`src/rtl/pid_mac_sequencer_if.sv`:
```
// Request/result bundle between the sampled-error source, the PID core and the actuator word.
// The master side drives error, gains and control strobes; the slave (core) returns uk/Done/Busy.
interface pid_mac_sequencer_if #(
    parameter int W = 19
);
    logic                Start;
    logic signed [W-1:0] ek;
    logic signed [W-1:0] Kp;
    logic signed [W-1:0] Ki;
    logic signed [W-1:0] Kd;
    logic                Hold;
    logic                Clear;
    logic signed [W-1:0] uk;
    logic                Done;
    logic                Busy;

    modport master (output Start, ek, Kp, Ki, Kd, Hold, Clear, input uk, Done, Busy);
    modport slave  (input Start, ek, Kp, Ki, Kd, Hold, Clear, output uk, Done, Busy);
endinterface

```
`src/rtl/pid_mac_sequencer.sv`:
```
// Discrete PID core: one shared multiplier sequenced over the P, I and D terms,
// saturating integrator, and a registered, saturated controller output.
module pid_mac_sequencer #(
    parameter int W    = 19,
    parameter int FRAC = 0
) (
    input  logic               CLK,
    input  logic               Reset,
    pid_mac_sequencer_if.slave bus
);
    typedef enum logic [2:0] {IDLE, MUL_P, MUL_I, MUL_D, SUM, DONE} state_t;

    localparam logic signed [2*W:0] SAT_MAX = {{(W+2){1'b0}}, {(W-1){1'b1}}};
    localparam logic signed [2*W:0] SAT_MIN = {{(W+2){1'b1}}, {(W-1){1'b0}}};

    state_t              state_q, state_d;
    logic signed [W-1:0] ek_q, ek_d;
    logic signed [W-1:0] kp_q, kp_d;
    logic signed [W-1:0] ki_q, ki_d;
    logic signed [W-1:0] kd_q, kd_d;
    logic signed [W-1:0] p_q, p_d;
    logic signed [W-1:0] d_q, d_d;
    logic signed [W-1:0] i_acc_q, i_acc_d;
    logic signed [W-1:0] e_prev_q, e_prev_d;
    logic signed [W-1:0] uk_q, uk_d;

    logic signed [W-1:0]   mul_a, mul_b, diff_sat, prod_sat;
    logic signed [2*W-1:0] prod, prod_shift;
    logic signed [W+1:0]   sum_w2;

    // Every intermediate is widened to 2W+1 bits so no comparison or addition can wrap.
    function automatic logic signed [2*W:0] ext(input logic signed [W-1:0] v);
        return {{(W+1){v[W-1]}}, v};
    endfunction

    function automatic logic signed [W-1:0] sat(input logic signed [2*W:0] x);
        if (x > SAT_MAX) begin
            return SAT_MAX[W-1:0];
        end else if (x < SAT_MIN) begin
            return SAT_MIN[W-1:0];
        end
        return x[W-1:0];
    endfunction

    assign diff_sat = sat(ext(ek_q) - ext(e_prev_q));

    always_comb begin
        mul_a = kp_q;
        mul_b = ek_q;
        case (state_q)
            MUL_I:   mul_a = ki_q;
            MUL_D: begin
                mul_a = kd_q;
                mul_b = diff_sat;
            end
            default: ;
        endcase
    end

    assign prod       = mul_a * mul_b;
    assign prod_shift = prod >>> FRAC;
    assign prod_sat   = sat({prod_shift[2*W-1], prod_shift});
    assign sum_w2     = {{2{p_q[W-1]}}, p_q} + {{2{i_acc_q[W-1]}}, i_acc_q} + {{2{d_q[W-1]}}, d_q};

    always_comb begin
        state_d  = state_q;
        ek_d     = ek_q;
        kp_d     = kp_q;
        ki_d     = ki_q;
        kd_d     = kd_q;
        p_d      = p_q;
        d_d      = d_q;
        i_acc_d  = i_acc_q;
        e_prev_d = e_prev_q;
        uk_d     = uk_q;
        case (state_q)
            IDLE: begin
                // Clear lands before the first multiply, so a simultaneous Start sees zeroed history.
                if (bus.Clear) begin
                    i_acc_d  = '0;
                    e_prev_d = '0;
                end
                if (bus.Start) begin
                    ek_d    = bus.ek;
                    kp_d    = bus.Kp;
                    ki_d    = bus.Ki;
                    kd_d    = bus.Kd;
                    state_d = MUL_P;
                end
            end
            MUL_P: begin
                p_d     = prod_sat;
                state_d = MUL_I;
            end
            MUL_I: begin
                if (!bus.Hold) begin
                    i_acc_d = sat(ext(i_acc_q) + ext(prod_sat));
                end
                state_d = MUL_D;
            end
            MUL_D: begin
                d_d     = prod_sat;
                state_d = SUM;
            end
            SUM: begin
                uk_d     = sat({{(W-1){sum_w2[W+1]}}, sum_w2});
                e_prev_d = ek_q;
                state_d  = DONE;
            end
            DONE:    state_d = IDLE;
            default: state_d = IDLE;
        endcase
    end

    always_ff @(posedge CLK) begin
        if (!Reset) begin
            state_q  <= IDLE;
            ek_q     <= '0;
            kp_q     <= '0;
            ki_q     <= '0;
            kd_q     <= '0;
            p_q      <= '0;
            d_q      <= '0;
            i_acc_q  <= '0;
            e_prev_q <= '0;
            uk_q     <= '0;
        end else begin
            state_q  <= state_d;
            ek_q     <= ek_d;
            kp_q     <= kp_d;
            ki_q     <= ki_d;
            kd_q     <= kd_d;
            p_q      <= p_d;
            d_q      <= d_d;
            i_acc_q  <= i_acc_d;
            e_prev_q <= e_prev_d;
            uk_q     <= uk_d;
        end
    end

    assign bus.uk   = uk_q;
    assign bus.Done = (state_q == DONE);
    assign bus.Busy = (state_q != IDLE);
endmodule

```
`src/flat_wrapper.sv`:
```
// flat-port wrapper written by rule: the top's interface ports become plain ports
module pid_mac_sequencer_flat 
#(
    parameter int W    = 19,
    parameter int FRAC = 0
)
  (CLK, Reset, bus_Start, bus_ek, bus_Kp, bus_Ki, bus_Kd, bus_Hold, bus_Clear, bus_uk, bus_Done, bus_Busy);
  pid_mac_sequencer_if #(.W(W)) bus_i ();
  input  logic CLK;
  input  logic Reset;
  input wire logic [$bits(bus_i.Start)-1:0] bus_Start;
  input wire logic [$bits(bus_i.ek)-1:0] bus_ek;
  input wire logic [$bits(bus_i.Kp)-1:0] bus_Kp;
  input wire logic [$bits(bus_i.Ki)-1:0] bus_Ki;
  input wire logic [$bits(bus_i.Kd)-1:0] bus_Kd;
  input wire logic [$bits(bus_i.Hold)-1:0] bus_Hold;
  input wire logic [$bits(bus_i.Clear)-1:0] bus_Clear;
  output wire logic [$bits(bus_i.uk)-1:0] bus_uk;
  output wire logic [$bits(bus_i.Done)-1:0] bus_Done;
  output wire logic [$bits(bus_i.Busy)-1:0] bus_Busy;
  assign bus_i.Start = bus_Start;
  assign bus_i.ek = bus_ek;
  assign bus_i.Kp = bus_Kp;
  assign bus_i.Ki = bus_Ki;
  assign bus_i.Kd = bus_Kd;
  assign bus_i.Hold = bus_Hold;
  assign bus_i.Clear = bus_Clear;
  assign bus_uk = bus_i.uk;
  assign bus_Done = bus_i.Done;
  assign bus_Busy = bus_i.Busy;
  pid_mac_sequencer #(.W(W), .FRAC(FRAC)) u_core (.CLK(CLK), .Reset(Reset), .bus(bus_i));
endmodule
```
`config.mk`:
```
export PLATFORM = sky130hd
export DESIGN_NAME = pid_mac_sequencer_flat
export DESIGN_NICKNAME = d
export VERILOG_FILES = /design/src/rtl/pid_mac_sequencer_if.sv /design/src/rtl/pid_mac_sequencer.sv /design/src/flat_wrapper.sv
export SDC_FILE = /design/constraint.sdc
export NUM_CORES = 2
export LEC_CHECK = 0
export ABC_AREA = 1
export BUFFER_PORTS_ARGS = -buffer_cell sky130_fd_sc_hd__buf_2
export CORE_ASPECT_RATIO = 0.7
export CORE_MARGIN = 4
export CORE_UTILIZATION = 41
export DETAILED_ROUTE_END_ITERATION = 16
export GPL_ROUTABILITY_DRIVEN = 0
export SLEW_MARGIN = 10
export SYNTH_ARGS = -nofsm -noshare
export SYNTH_HDL_FRONTEND = slang
export SYNTH_SLANG_ARGS = --single-unit
```
`constraint.sdc`:
```
create_clock -name CLK -period 18.2 [get_ports CLK]
set_input_delay 1.82 -clock CLK [delete_from_list [all_inputs] [get_ports CLK]]
set_output_delay 1.82 -clock CLK [all_outputs]
set_load 0.01 [all_outputs]
```
==> qor.csv <==
metric,value,unit
clk_latency,470,ps
final_common_cell,nand2_1,
path_class,reg -> reg,
cp_data_required_time,18510,ps
irDropWorstVdd,101,µV
nets,4053,
syn_inst,3392,
syn_area,25200,µm²
dp_hpwl,62500,µm
crit_fanout,54,
wire_per_inst,17.9,µm
drtIter0Drc,1821,
status,completed,
ys_warn_count,0,
drv_slew,0,
numCtsBuffers,17,
drive_above_1_share,6.34,%
fin_skew,16.3,ps
tritoncts,done,
grt_pass1_wl,121000,µm
ctsResizeCount,0,
crit_arrival,13170,ps
setup_viol,0,
powerDensity,125,nW/µm²
io_pins,102,
end_kind,flip-flop,
io_buffer_count,101,
avgSynthCellArea,7.43,µm²
synth-seq-area-share,13.8,%
grt_usage,23.4,%
path_common_cell,nand2_1,
yosys_register_bits,174,
grt_max_degree,80,
max_clock_freq,0.0778,GHz
chipHeight,215,µm
clock-root-buffer,clkbuf_16,
postCtsSetupRepairBufs,0,
numClockSinks,174,
routed_via_density,5.09,
cts_hold_repair.buffers,0,
dr.pass1.iters,6,
clk_path_buf_depth,2,
r2r_slack,5340,ps
crit_path_max_incr_delay,960,ps
synth_edf_count,0,
drv_cap,0,
coreArea,60400,µm²
rsz0062_at_grt,no,
overflow,0,
wl,75900,µm
startpoint_type,flip-flop,
htreeDepth,4,
antenna_left,0,
dieArea,65600,µm²
clkTransAtPathRegs,80,ps
holdPathStages,2,
finalPower,3.37,mW
nFillCells,6208,
slew_headroom,23.6,%
synthArstFlopShare,0,%
hold_viol_final,0,
fin_crit_sh,70.6,%
mostFrequentLayoutCells,"nand2_1, inv_1, fa_1, nor2_1, nand3_1",
seq_area,3480,µm²
fp-row-count,75,
leakagePower,14.1,nW
multi_input_comb_area,18400,µm²
final.min_clock_period,12860,ps
die_w,304,µm
drc_errors,0,
hp-class,reg -> reg,
tightest_slew,1140,ps
critPathSlowestCell,fa_1,
antenna_found_initial,0,
yosysUniqueCellTypes,50,
initial_utilization,41.7,%
n_antenna_cell,0,
syn_nets,4035,
vias,21500,
finalSetupTns,0,ps
rr_worst_depth,54,
grt_pass1_vias,20800,
area_growth,6.67,%
synth_ff_type,dfxtp_1,
[critical path, delay by kind of cell (launching register included)]
family                     cells  cell delay [ps]
buffers and inverters          9             1730
adders and majority gates      9             4630
DFF                            1              390
and+or+nand+nor               31             4700
AOI/OAI and AO/OA              5             1190
[path summary, 6_finish.rpt]
path                          start                 to
setup / recovery  u_core.state_q[1]  u_core.i_acc_q[1]
hold / removal       u_core.kd_q[3]     u_core.kd_q[3]
setup reg to reg  u_core.state_q[1]  u_core.i_acc_q[1]
hold reg to reg      u_core.kd_q[3]     u_core.kd_q[3]
[area by class of cell]
class                      instances  area share (%)
multi-input combinational       2363            68.4
tap                              808            3.76
inverter                         734            10.2
clock inverter                    15           0.684
sequential                       174            13.0
clock buffer                      17            1.58
timing repair buffer             120            2.41
[power by group]
group          internal (mW)  switching (mW)
logic                  0.843            1.67
registers              0.423          0.0376
clock network          0.199           0.190
[cells in the mapped netlist, drive strengths merged, types with 6 or more instances]
library cell	number	area share [%]
a21o	6	0.18
a21oi	196	4.0
a22oi	21	0.65
a31oi	6	0.21
buf	45	1.3
clkbuf	76	1.1
clkinv	6	0.089
dfxtp	174	14
fa	392	31
ha	170	8.4
inv	728	11
nand2	727	11
nand3	221	4.4
nand4	25	0.62
nor2	317	4.8
nor3	19	0.42
o21a	38	1.1
o21ai	111	2.5
o21bai	6	0.19
o22ai	19	0.47
or2	9	0.22
xnor2	22	0.76
xor2	34	1.2
[routing by layer]
layer	global-route usage [%]	vias up	part of all wire, %	wire [µm]
li1	-	10400	-	-
met1	37.7	10200	50	38000
met2	29.9	889	37	28000
met3	8.21	50	12	9040
met4	3.40	0	1.0	794
met5	0	-	0	0
[kinds of logic (layout without fill, tap and decap cells)]
family / after synthesis / count (layout) / synth area share, %
AOI/OAI and AO/OA: 417 / 417 / 9.74
buffers and inverters: 855 / 886 / 13.3
xor gates and xnor gates: 56 / 56 / 1.95
adders and majority gates: 562 / 562 / 39.6
DFF: 174 / 174 / 13.8
and+or+nand+nor: 1328 / 1328 / 21.6
[through the flow]
| step | area, µm² | hold slack [ps] | std cells | setup slack [ps] | utilization (%) |
|---|---|---|---|---|---|
| floorplan | 25200 | 430 | 3392 | 7910 | - |
| global placement | 26300 | 444 | 4199 | 5640 | 43.5 |
| detailed placement | 26300 | 447 | 4199 | 5510 | 43.5 |
| CTS | 26900 | 460 | 4231 | 5450 | 44.5 |
| global route | 26900 | 472 | 4231 | 4240 | 44.5 |
| finish | 26900 | 458 | 4231 | 5340 | 44.5 |
[flip-flops by register name, indices dropped and copies added (netlist names)]
register / count
u_core.ek_q: 19
u_core.d_q: 19
u_core.bus.uk: 19
u_core.p_q: 19
u_core.kd_q: 19
u_core.ki_q: 19
u_core.e_prev_q: 19
u_core.state_q: 3
u_core.kp_q: 19
u_core.i_acc_q: 19
Note: power is estimated with default switching activity, not from simulation.
